File: src/rtl/duty_meter_pkg.sv
// Shared definitions for the duty meter and the waveform constructor stage it observes.
package duty_meter_pkg;

    localparam int DM_WIDTH = 6;

    typedef enum logic [1:0] {
        IDLE      = 2'd0,
        WAIT_RISE = 2'd1,
        MEAS_HIGH = 2'd2,
        MEAS_LOW  = 2'd3
    } dm_state_e;

endpackage

File: src/rtl/duty_meter_if.sv
// Host/stimulus side of the duty meter: waveform + tick in, measurement results out.
interface duty_meter_if
    import duty_meter_pkg::*;
#(
    parameter int WIDTH = DM_WIDTH
) ();

    logic             signal_i;
    logic             pulse_i;
    logic             start;
    logic             cont;
    logic [WIDTH-1:0] meas_high;
    logic [WIDTH-1:0] meas_low;
    logic             valid;
    logic             busy;
    logic             overflow;

    modport master (
        output signal_i, pulse_i, start, cont,
        input  meas_high, meas_low, valid, busy, overflow
    );

    modport slave (
        input  signal_i, pulse_i, start, cont,
        output meas_high, meas_low, valid, busy, overflow
    );

endinterface

File: src/rtl/duty_meter_sat_counter.sv
// Saturating tick counter: clear loads 0 or 1, increment holds at all-ones.
module duty_meter_sat_counter
    import duty_meter_pkg::*;
#(
    parameter int WIDTH = DM_WIDTH
) (
    input  logic             clk,
    input  logic             reset,
    input  logic             clr,
    input  logic             clr_val,
    input  logic             inc,
    output logic [WIDTH-1:0] cnt,
    output logic             at_max
);

    logic [WIDTH-1:0] cnt_q, cnt_d;

    assign at_max = &cnt_q;
    assign cnt    = cnt_q;

    always_comb begin
        cnt_d = cnt_q;
        if (clr) begin
            cnt_d = {{(WIDTH-1){1'b0}}, clr_val};
        end else if (inc && !at_max) begin
            cnt_d = cnt_q + 1'b1;
        end
    end

    always_ff @(posedge clk or negedge reset) begin
        if (!reset) begin
            cnt_q <= '0;
        end else begin
            cnt_q <= cnt_d;
        end
    end

endmodule

File: src/rtl/duty_meter.sv
// Measures high/low time of the constructor output in pulse-tick units,
// single-shot or continuous, with sticky saturation/timeout flag.
module duty_meter
    import duty_meter_pkg::*;
#(
    parameter int WIDTH = DM_WIDTH
) (
    input  logic         clk,
    input  logic         reset,
    duty_meter_if.slave  bus
);

    dm_state_e        state_q, state_d;
    logic             sig_r_q, sig_r_d;
    logic             sig_d_q, sig_d_d;
    logic             cont_r_q, cont_r_d;
    logic [WIDTH-1:0] held_q, held_d;
    logic [WIDTH-1:0] meas_high_q, meas_high_d;
    logic [WIDTH-1:0] meas_low_q, meas_low_d;
    logic             valid_q, valid_d;
    logic             overflow_q, overflow_d;

    logic             cnt_clr, cnt_clr_val, cnt_inc;
    logic [WIDTH-1:0] cnt;
    logic             cnt_at_max;
    logic             rise, fall;

    duty_meter_sat_counter #(.WIDTH(WIDTH)) u_cnt (
        .clk     (clk),
        .reset   (reset),
        .clr     (cnt_clr),
        .clr_val (cnt_clr_val),
        .inc     (cnt_inc),
        .cnt     (cnt),
        .at_max  (cnt_at_max)
    );

    assign rise = sig_r_q & ~sig_d_q;
    assign fall = ~sig_r_q & sig_d_q;

    always_comb begin
        state_d     = state_q;
        sig_r_d     = bus.signal_i;
        sig_d_d     = sig_r_q;
        cont_r_d    = cont_r_q;
        held_d      = held_q;
        meas_high_d = meas_high_q;
        meas_low_d  = meas_low_q;
        valid_d     = 1'b0;
        overflow_d  = overflow_q;
        cnt_clr     = 1'b0;
        cnt_clr_val = 1'b0;
        cnt_inc     = 1'b0;

        // start overrides everything, including a closing rise
        if (bus.start) begin
            state_d    = WAIT_RISE;
            cnt_clr    = 1'b1;
            overflow_d = 1'b0;
            cont_r_d   = bus.cont;
        end else begin
            case (state_q)
                IDLE: ;
                WAIT_RISE: begin
                    if (rise) begin
                        state_d     = MEAS_HIGH;
                        cnt_clr     = 1'b1;
                        cnt_clr_val = bus.pulse_i;
                    end else if (bus.pulse_i) begin
                        if (cnt_at_max) begin
                            overflow_d = 1'b1;
                            state_d    = IDLE;
                        end else begin
                            cnt_inc = 1'b1;
                        end
                    end
                end
                MEAS_HIGH: begin
                    // a tick on the edge cycle belongs to the new phase
                    if (fall) begin
                        held_d      = cnt;
                        cnt_clr     = 1'b1;
                        cnt_clr_val = bus.pulse_i;
                        state_d     = MEAS_LOW;
                    end else if (bus.pulse_i) begin
                        cnt_inc = 1'b1;
                        if (cnt_at_max) overflow_d = 1'b1;
                    end
                end
                MEAS_LOW: begin
                    if (rise) begin
                        meas_high_d = held_q;
                        meas_low_d  = cnt;
                        valid_d     = 1'b1;
                        cnt_clr     = 1'b1;
                        cnt_clr_val = bus.pulse_i;
                        state_d     = cont_r_q ? MEAS_HIGH : IDLE;
                    end else if (bus.pulse_i) begin
                        cnt_inc = 1'b1;
                        if (cnt_at_max) overflow_d = 1'b1;
                    end
                end
                default: state_d = IDLE;
            endcase
        end
    end

    always_ff @(posedge clk or negedge reset) begin
        if (!reset) begin
            state_q     <= IDLE;
            sig_r_q     <= 1'b0;
            sig_d_q     <= 1'b0;
            cont_r_q    <= 1'b0;
            held_q      <= '0;
            meas_high_q <= '0;
            meas_low_q  <= '0;
            valid_q     <= 1'b0;
            overflow_q  <= 1'b0;
        end else begin
            state_q     <= state_d;
            sig_r_q     <= sig_r_d;
            sig_d_q     <= sig_d_d;
            cont_r_q    <= cont_r_d;
            held_q      <= held_d;
            meas_high_q <= meas_high_d;
            meas_low_q  <= meas_low_d;
            valid_q     <= valid_d;
            overflow_q  <= overflow_d;
        end
    end

    assign bus.meas_high = meas_high_q;
    assign bus.meas_low  = meas_low_q;
    assign bus.valid     = valid_q;
    assign bus.busy      = (state_q != IDLE);
    assign bus.overflow  = overflow_q;

endmodule
File: src/flat_wrapper.sv
// flat-port wrapper written by rule: the top's interface ports become plain ports
module duty_meter_flat import duty_meter_pkg::*;
#(
    parameter int WIDTH = DM_WIDTH
)
  (clk, reset, bus_signal_i, bus_pulse_i, bus_start, bus_cont, bus_meas_high, bus_meas_low, bus_valid, bus_busy, bus_overflow);
  duty_meter_if #(.WIDTH(WIDTH)) bus_i ();
  input  logic clk;
  input  logic reset;
  input wire logic [$bits(bus_i.signal_i)-1:0] bus_signal_i;
  input wire logic [$bits(bus_i.pulse_i)-1:0] bus_pulse_i;
  input wire logic [$bits(bus_i.start)-1:0] bus_start;
  input wire logic [$bits(bus_i.cont)-1:0] bus_cont;
  output wire logic [$bits(bus_i.meas_high)-1:0] bus_meas_high;
  output wire logic [$bits(bus_i.meas_low)-1:0] bus_meas_low;
  output wire logic [$bits(bus_i.valid)-1:0] bus_valid;
  output wire logic [$bits(bus_i.busy)-1:0] bus_busy;
  output wire logic [$bits(bus_i.overflow)-1:0] bus_overflow;
  assign bus_i.signal_i = bus_signal_i;
  assign bus_i.pulse_i = bus_pulse_i;
  assign bus_i.start = bus_start;
  assign bus_i.cont = bus_cont;
  assign bus_meas_high = bus_i.meas_high;
  assign bus_meas_low = bus_i.meas_low;
  assign bus_valid = bus_i.valid;
  assign bus_busy = bus_i.busy;
  assign bus_overflow = bus_i.overflow;
  duty_meter #(.WIDTH(WIDTH)) u_core (.clk(clk), .reset(reset), .bus(bus_i));
endmodule
File: config.mk
export PLATFORM = sky130hd
export DESIGN_NAME = duty_meter_flat
export DESIGN_NICKNAME = d
export VERILOG_FILES = /design/src/rtl/duty_meter_pkg.sv /design/src/rtl/duty_meter_if.sv /design/src/rtl/duty_meter_sat_counter.sv /design/src/rtl/duty_meter.sv /design/src/flat_wrapper.sv
export SDC_FILE = /design/constraint.sdc
export NUM_CORES = 1
export LEC_CHECK = 0
export ABC_AREA = 1
export ABC_CLOCK_PERIOD_IN_PS = 1800
export CAP_MARGIN = 20
export CORE_ASPECT_RATIO = 0.9
export CORE_MARGIN = 2
export CORE_UTILIZATION = 30
export DETAILED_ROUTE_END_ITERATION = 8
export GPL_TIMING_DRIVEN = 0
export HOLD_SLACK_MARGIN = 0.1
export PLACE_DENSITY_LB_ADDON = 0.12
export SYNTH_ARGS = -nofsm -noshare
export SYNTH_HDL_FRONTEND = slang
export SYNTH_HIERARCHICAL = 1
export SYNTH_SLANG_ARGS = --single-unit
File: constraint.sdc
create_clock -name clk -period 1.8 [get_ports clk]
set_input_delay 0.36 -clock clk [delete_from_list [all_inputs] [get_ports clk]]
set_output_delay 0.36 -clock clk [all_outputs]
set_load 0.03 [all_outputs]
Word-level counts from Yosys, hierarchy flattened --
Index checks and enable logic that the tools add are counted.
Cells by class: add/sub/neg operators 1, equal/unequal tests 9, bitwise operators 5, reduce and logical (&&, ||, !) cells 12, muxes and demuxes 34
Operator list (count):
- 1-bit two-way mux | 20
- 2-bit two-way mux | 7
- 6-bit two-way mux | 2
- 3-bit AND reduction | 3
- 4-bit by 3-bit != test with 1-bit output, second input constant | 2
- 6-bit by 1-bit adder with 6-bit output, second input constant | 1
- 3-bit by 2-bit != test with 1-bit output, second input constant | 2
- 3-bit != test, second input constant | 2
- 1-bit case mux with 2 select lines | 3
- 2-bit case mux with 3 select lines | 1
- 6-bit AND reduction | 1
- 5-bit AND reduction | 1
- 2-bit equality test, second input constant | 2
- 2-bit nonzero test | 2
- 4-bit nonzero test | 1
- 1-bit inverter | 3
- 1-bit case mux with 3 select lines | 1
- 3-bit nonzero test | 1
- 1-bit AND | 2
- 2-bit by 1-bit equality test with 1-bit output, second input constant | 1
- 2-bit OR reduction | 1
- 1-bit logical AND | 1
- 1-bit zero test | 1
Word-level totals: bits in registers 31, input bits 6, output and inout bits 15, logic and storage cells 71

Longest topological paths before layout --
Gate-level depths: netlist of run 1.
word-level depth 9, gate-level depth with buffers 12, mapped depth without buffers 12

Modules after synthesis --
Netlist of run 1, hierarchy kept.
Modules (own cells, without submodules):
- duty_meter | cells an instance 138, area each 1227.4 µm², instances 1, sequential area each 625.6 µm²
- duty_meter_sat_counter | cells an instance 54, area each 406.6 µm², instances 1, sequential area each 150.1 µm²

Worst setup path after synthesis of run 1 --
No wires, ideal clock.
path type register to register, start point register u_core.u_cnt.cnt_q[0] (netlist: u_core/u_cnt/cnt[0]), end point register u_core.u_cnt.cnt_q[5] (netlist: u_core/u_cnt/cnt[5]), data arrival time 1.732 ns, cell stages (with the launch flop) 12, clock period less this slack 1.847 ns, data required time 1.685 ns, buffers on the path 0, library setup time 0.115 ns, slack -0.047 ns, cell sequence dfrtp_1 ha_1 nand2_2 nor2_4 nand2_4 inv_2 o21ai_0 nand2_1 a21oi_1 nand4_1 nand2_1 nor2_1
Between the ends: word-level cells in the longest chain between the ends 8, elaborated cells between the ends (all ways) 12, classes of those cells add/sub: 1; mux: 7; reduce/logical: 4
RTL lines:
- start, declared | line duty_meter_sat_counter.sv:16 | logic [WIDTH-1:0] cnt_q, cnt_d;
- start signal, assigned | line duty_meter_sat_counter.sv:34 | cnt_q <= cnt_d;
- 6-bit AND reduction | line duty_meter_sat_counter.sv:18 | assign at_max = &cnt_q;
- via u_core.cnt_at_max | line duty_meter.sv:25 | logic cnt_at_max;
- 1-bit two-way mux | line duty_meter.sv:70 | if (cnt_at_max) begin
- 1-bit two-way mux | line duty_meter.sv:69 | end else if (bus.pulse_i) begin
- 1-bit two-way mux | line duty_meter.sv:65 | if (rise) begin
- 1-bit case mux with 3 select lines | line duty_meter.sv:62 | case (state_q)
- 1-bit two-way mux | line duty_meter.sv:56 | if (bus.start) begin
- via u_core.cnt_inc | line duty_meter.sv:23 | logic cnt_clr, cnt_clr_val, cnt_inc;
- 1-bit logical AND | line duty_meter_sat_counter.sv:25 | end else if (inc && !at_max) begin
- 2-bit nonzero test (no source line)
The timed path passes the listed nets, and every way through them passes these cells. The select of a mux whose other input is x is not followed. A chain may end at the register's enable or synchronous reset.

Worst setup path in the final report of run 1 --
start point register u_core.u_cnt.cnt_q[0] (netlist: u_core/u_cnt/cnt[0]), end point register u_core.u_cnt.cnt_q[1] (netlist: u_core/u_cnt/cnt[1])
The elaborated chain is that of the path after synthesis.

==> results of run 1 <==
[logic make-up (layout without fill, tap and decap cells)]
| logic type | after synthesis | in the layout | synth area share (%) |
|---|---|---|---|
| buffers and inverters | 30 | 61 | 7.96 |
| DFF | 31 | 31 | 47.5 |
| AOI/OAI and AO/OA | 20 | 20 | 8.58 |
| and+or+nand+nor | 104 | 104 | 30.6 |
| adders and majority gates | 7 | 7 | 5.36 |
[final timing paths]
| kind | start | depth (start not counted) | end | slack, ns |
|---|---|---|---|---|
| worst max-delay path | u_core/u_cnt/cnt[0] | 12 | u_core/u_cnt/cnt[1] | 0.11 |
| worst min-delay path | reset | 1 | u_core/state_q[1] | 0.12 |
| worst max register to register | u_core/u_cnt/cnt[0] | 12 | u_core/u_cnt/cnt[1] | 0.11 |
| worst min register to register | u_core/bus.meas_high[2] | 2 | u_core/bus.meas_high[2] | 0.48 |
| max in group asynchronous | reset | 1 | u_core/u_cnt/cnt[3] | 1.23 |
| min in group clk | u_core/bus.meas_high[2] | 2 | u_core/bus.meas_high[2] | 0.48 |
[repair_timing]
action	in CTS	in global routing
cloned	0	0
pin swaps	1	2
endpoints found under the setup margin	7	7
gates resized for setup	3	11
buffers inserted	1	2
[cell type report]
cell class              instances  area, µm²
repair buffers                 23        213
well taps                      67       83.8
clock inverters                 2       35.0
plain buffers                   2       22.5
multi-input cells             131        767
fillers                       533       3170
inverters                      28        110
clock buffers                   6       82.6
flip-flops and latches         31        776
[critical path: stages, from the launching register on]
cell     delay [ns]
dfrtp_1        0.41
ha_2           0.22
nand2_4        0.09
nor2_4         0.05
nand2_4        0.09
inv_2          0.04
o21ai_1        0.13
nand2_1        0.10
a21oi_4        0.22
nand2_8        0.10
inv_2          0.06
nand3_1        0.06
nand2_1        0.06
[power by group through the flow]
| stage | sequential, mW | clock, mW | combinational, mW |
|---|---|---|---|
| 3_3_place_gp | 0.815 | 0 | 0.517 |
| 4_1_cts | 0.796 | 0.734 | 0.542 |
| 5_1_grt | 0.806 | 0.773 | 0.623 |
| 3_5_place_dp | 0.814 | 0 | 0.514 |
| 6_report | 0.797 | 0.715 | 0.545 |
| 2_1_floorplan | 0.827 | 0 | 0.348 |
[cells in the final DEF, fill, tap and decap left out]
cell and instances:
clkdlybuf4s50_1 18, nand2_8 1, nand2_1 61, a21oi_1 3
nand3_4 1, clkinv_2 1, nor3_2 2, ha_1 5
clkinv_4 1, nand2_4 4, inv_1 20, clkinv_1 1
nand2_2 5, o21ai_2 10, nand3b_1 1, buf_2 1
clkbuf_8 6, nand4_1 2, nand3_2 1, inv_2 6
ha_2 2, nor2_2 1, o21bai_1 1, nor2_4 2
o21ai_1 3, o21ai_0 2, bufinv_16 1, clkbuf_2 1
buf_6 2, dfrtp_1 31, nand3_1 12, nor2_1 11
a21oi_4 1, buf_4 3
[state kept, by name, indices dropped and copies added (netlist names), 2 cells and up]
register	flops
u_core/bus.meas_high	6
u_core/bus.meas_low	6
u_core/held_q	6
u_core/u_cnt/cnt	6
u_core/state_q	2
[routing by layer]
layer / wire, µm / track usage, % / vias to the layer above
met1: 1670 / 16.6 / 573
met5: 0 / 0 / -
li1: - / - / 660
met2: 1500 / 19.2 / 18
met4: 62 / 6.30 / 0
met3: 113 / 3.64 / 8
[stage by stage]
stage	setup slack (ns)	instance area (µm²)	instances
2_1_floorplan	0.0813	1640	192
3_3_place_gp	-0.331	1920	279
3_5_place_dp	-0.0596	1920	279
4_1_cts	0.00261	2050	288
5_1_grt	-0.00185	2090	290
6_report	0.111	2090	290
==> out/summary.txt, run 1 <==
TritonRoute pass-1 iters = 4
Syn. warnings = 6
Hold WS = 0.116 ns
number of distinct library cells after synthesis = 25
share of flip-flops with an asynchronous set or reset = 100%
Setup TNS = 0 ns
maximum fanout along the worst path = 7
port bufs = 20
Final period util = 93.8%
Core Region = 5260 µm²
final wirelength = 3340 µm
Clock Power Share = 34.8%
critical path type = reg2reg
routed vias/inst = 4.34
peak supply drop = 0.265 mV
crit end category = register
Worst Clk Skew = 0.00785 ns
CTS sink cnt = 31
clock root buffer = clkbuf_8
gr ovfl total = 0
Final #Nets = 235
ys flop type = dfrtp_1
area leader, netlist = dfrtp_1
Area growth syn-to-layout = 27.9%
clk_lat worst skew = 0.28 ns
internal power = 1.39 mW
fraction of layout cells with a size suffix above 1 = 23.3%
1st-iter DRT viols = 68
CTS Buffer Depth = 2
routability cong. = 0.814
hold crit path type = in2async
Max-slew headroom = 54.0%
max-cap violations = 0
Logic pwr share = 26.5%
Hold Vio Cnt, Final = 0
CTS tree = built
Synth area leaders = dfrtp_1, nand2_1, ha_1, o21ai_2, inv_1
crit path DAT = 1.91 ns
post-layout min period = 1.69 ns
Synth top cells by count = nand2_1, dfrtp_1, inv_1
leak pwr = 1.03 nW
via count = 1,259
Seq/Total Area, Yosys = 47.5%
Worst setup SP type = register
initial antenna violation count = 0
first-pass GRT wire length = 5630 µm
Core Util, Final = 39.8%
cts bufs inserted = 5
Syn Area/Cell = 8.51 µm²
EDFF count, synth = 0
Die ar. = 6050 µm²
clock-pin slew on the worst setup and hold paths = 0.07 ns
vias in the first global route = 1,205
cts hold-fix bufs = 0
Synth Instances = 192
# IOs = 21
worst path required time = 2.02 ns
Total GRT Usage = 12.7%
Detail Route Antenna Nets = 0
ant diodes = 0
Vert. Die Dim = 74.0 µm
Post-Syn Area = 1630 µm²
pin count of the biggest net entering global routing = 32
Sw Ratio = 32.4%
Tightest Pin Transition = 0.690 ns
Sequential Power Share = 38.7%
Initial Util = 31.1%
row cnt = 25
post-synth net total = 205
power per cell area = 984 nW/µm²
routed len/inst = 11.5 µm
post-layout power = 2.06 mW
f_max = 0.592 GHz
chip width = 81.8 µm
status = finished clean
top cell type's share of synthesized area = 47.5%
Final HPWL DP = 2380 µm
Slew Limit Fails = 0
net switching power = 0.667 mW
Yosys reg bits = 31
H-tree depth = 2
count leader, synth = nand2_1
Final setup viols = 0
Post-route DRC = 0
(Power assumes the default switching activity.)
==> run 2, diff against run 1 <==
--- a/config.mk
+++ b/config.mk
@@ -17,5 +17,4 @@
 export PLACE_DENSITY_LB_ADDON = 0.12
 export SYNTH_ARGS = -nofsm -noshare
 export SYNTH_HDL_FRONTEND = slang
-export SYNTH_HIERARCHICAL = 1
 export SYNTH_SLANG_ARGS = --single-unit
==> run 2 against run 1 <==
  * Area after synthesis shrank 12%
  * Flip-flop and latch count is the same
  * Sequential power grew 9.0%
  * Clock power shrank 23%
  * Largest cell class unchanged
  * Wire length shrank 14%
==> out/summary.txt, run 2 <==
status = finished clean
Syn Area/Cell = 8.99 µm² (+5.7%)
post-layout power = 1.97 mW (-4.3%)
post-synth net total = 166 (-19%)
clk_lat worst skew = 0.28 ns (about the same)
unrepaired setup endpoints after global routing = no
routed vias/inst = 4.46 (+2.6%)
Synth Area in XOR/XNOR = 0% (unchanged)
largest family of logic cells by synthesized area = simple AND/OR/NAND/NOR gates
number of distinct library cells after synthesis = 21 (-16%)
Seq/Total Area, Yosys = 54.2% (+6.8 points)
Synth area leaders = dfrtp_1, nand2_1, inv_1, o21ai_2, o21ai_0
clock root buffer = clkbuf_8
vias in the first global route = 1,133 (-6.0%)
leak pwr = 0.816 nW (-21%)
TritonRoute pass-1 iters = 4 (unchanged)
Vert. Die Dim = 69.5 µm (-6.1%)
setup ws final = 0.0509 ns (-0.0599 ns)
Final period util = 97.2% (+3.3 points)
mux share of post-synthesis cell area = 0% (unchanged)
Detail Route Antenna Nets = 0 (unchanged)
Syn. warnings = 0 (-6)
filler instances = 481 (-9.8%)
peak supply drop = 0.392 mV (+48%)
worst path required time = 1.44 ns (-0.58 ns)
CTS tree = built
Post-route DRC = 0 (unchanged)
1st-iter DRT viols = 67 (-1.5%)
row cnt = 23 (-8.0%)
most common cell after layout, fill and taps aside = nand2_1
Hold WS = 0.116 ns (+0.000527 ns)
maximum fanout along the worst path = 6 (-1)
power per cell area = 1100 nW/µm² (+12%)
cts bufs inserted = 5 (unchanged)
crit path DAT = 1.39 ns (-0.52 ns)
initial antenna violation count = 0 (unchanged)
Total GRT Usage = 12.6% (-0.050 points)
first-pass GRT wire length = 5230 µm (-7.1%)
area occupied by multi-input gates = 556 µm² (-28%)
max-cap violations = 0 (unchanged)
Post-Synth Simple-Gate Area = 25.0% (-5.6 points)
Synth Area in Compound Gates = 12.8% (+4.2 points)
ys flop type = dfrtp_1
fraction of layout cells with a size suffix above 1 = 16.7% (-6.7 points)
via count = 1,105 (-12%)
Slew Limit Fails = 0 (unchanged)
worst slack, placed = -0.131 ns (-0.0716 ns)
EDFF count, synth = 0 (unchanged)
critical path type = reg2out
Yosys reg bits = 31 (unchanged)
CTS sink cnt = 31 (unchanged)
clock-pin slew on the worst setup and hold paths = 0.06 ns (about the same)
H-tree depth = 2 (unchanged)
share of flip-flops with an asynchronous set or reset = 100% (unchanged)
post-layout min period = 1.75 ns (+0.0599 ns)
Area growth syn-to-layout = 25.3%
pin count of the biggest net entering global routing = 32 (unchanged)
Worst setup SP type = register
Cell Chain, Critical Path = nor2_2, inv_1, dlygate4sd2_1
Final HPWL DP = 2090 µm (-12%)
routability cong. = 0.837 (+2.8%)
Hold Vio Cnt, Final = 0 (unchanged)
area leader, netlist = dfrtp_1
f_max = 0.572 GHz (-3.4%)
Post-Syn Area = 1430 µm² (-12%)
gr ovfl total = 0 (unchanged)
top cell type's share of synthesized area = 54.2% (+6.8 points)
routed len/inst = 11.6 µm (+0.52%)
critical path's largest stage delay = 0.46 ns (+0.05 ns)
Core Region = 4520 µm² (-14%)
Post-Synth Adder-Cell Area = 0.875% (-4.5 points)
Synth Instances = 159 (-17%)
Initial Util = 31.7% (+0.56 points)
chip width = 76.8 µm (-6.1%)
Die ar. = 5340 µm² (-12%)
most frequent cells in the layout = nand2_1, dfrtp_1, inv_1, clkdlybuf4s50_1, o21ai_0
Final setup viols = 0 (unchanged)
count leader, synth = nand2_1
Setup TNS = 0 ns (unchanged)
final wirelength = 2870 µm (-14%)
Tightest Pin Transition = 0.685 ns (-0.00491 ns)
hold crit path type = in2async
Worst Clk Skew = 0.00338 ns (-0.00447 ns)
Storage cell area = 776 µm² (unchanged)
CTS Buffer Depth = 2 (unchanged)
Final #Nets = 193 (-18%)
port bufs = 20 (unchanged)
# IOs = 21 (unchanged)
Crit-path slowest cell = dfrtp_1
crit end category = primary output
Max-slew headroom = 54.3% (+0.33 points)
Synth top cells by count = nand2_1, dfrtp_1, inv_1
ant diodes = 0 (unchanged)
## run 2: cell types whose count changed after synthesis, moves of 3 or more
cell | previous run | this run
ha_1 | 7 | 1
nand2_1 | 62 | 45
nand2_2 | 6 | 3
inv_2 | 6 | 1
nand3_1 | 12 | 3
o21ai_0 | 4 | 12
## run 2: worst paths after layout
check,to,depth (start not counted),slack [ns],from
min,u_core.bus.meas_high[5],1,0.12,reset
min in group clk,u_core.sig_d_q,0,0.41,u_core.sig_d_d
max reg2reg,u_core.u_cnt.cnt[5],9,0.26,u_core.u_cnt.cnt[0]
max,bus_busy,3,0.05,u_core.state_q[0]
min reg2reg,u_core.sig_d_q,0,0.41,u_core.sig_d_d
max in group asynchronous,u_core.bus.meas_high[0],1,1.24,reset
## run 2: repair_timing
action                     CTS  global route
setup endpoints to repair    1             0
buffers inserted             0             0
resized for setup            2             0
hold buffers                 0             0
## run 2: area by class of cell
cell class	instances	share of cell area, %
clock inverter	1	0.279
sequential	31	43.3
timing repair buffer	20	10.8
clock buffer	6	4.61
inverter	21	4.40
multi-input combinational	105	31.0
buffer	2	1.26
tap	62	4.33
## run 2: cells by family (layout without fill, tap and decap cells)
| logic type | count (synthesis) | count (layout) |
|---|---|---|
| simple gates | 75 | 75 |
| buf+inv | 23 | 50 |
| fa+ha+maj | 1 | 1 |
| compound gates | 29 | 29 |
| flops | 31 | 31 |
## run 2: critical path, delay by kind of cell (launching register included)
kind | cells | cell delay, ns
buffers and inverters | 2 | 0.41
DFF | 1 | 0.46
and+or+nand+nor | 1 | 0.24
## run 2: where the power goes
group	total, mW	switching (mW)	internal, mW
Clock	0.552	0.253	0.299
Combinational	0.547	0.332	0.216
Sequential	0.869	0.0586	0.810
Total	1.97	0.643	1.33
## run 2: metrics by stage
step                utilization (%)  area, µm²  std cells
floorplan                         -       1430        159
global placement               37.8       1710        241
detailed placement             37.7       1700        241
CTS                            39.7       1790        248
global route                   39.7       1790        248
finish                         39.7       1790        248
## run 2: layer usage
layer | wire length (µm) | global-route usage [%] | vias up
met5 | 0 | 0 | -
met4 | 64 | 6.67 | 0
met3 | 106 | 3.52 | 6
met2 | 1330 | 20.0 | 23
met1 | 1370 | 15.6 | 514
li1 | - | - | 562
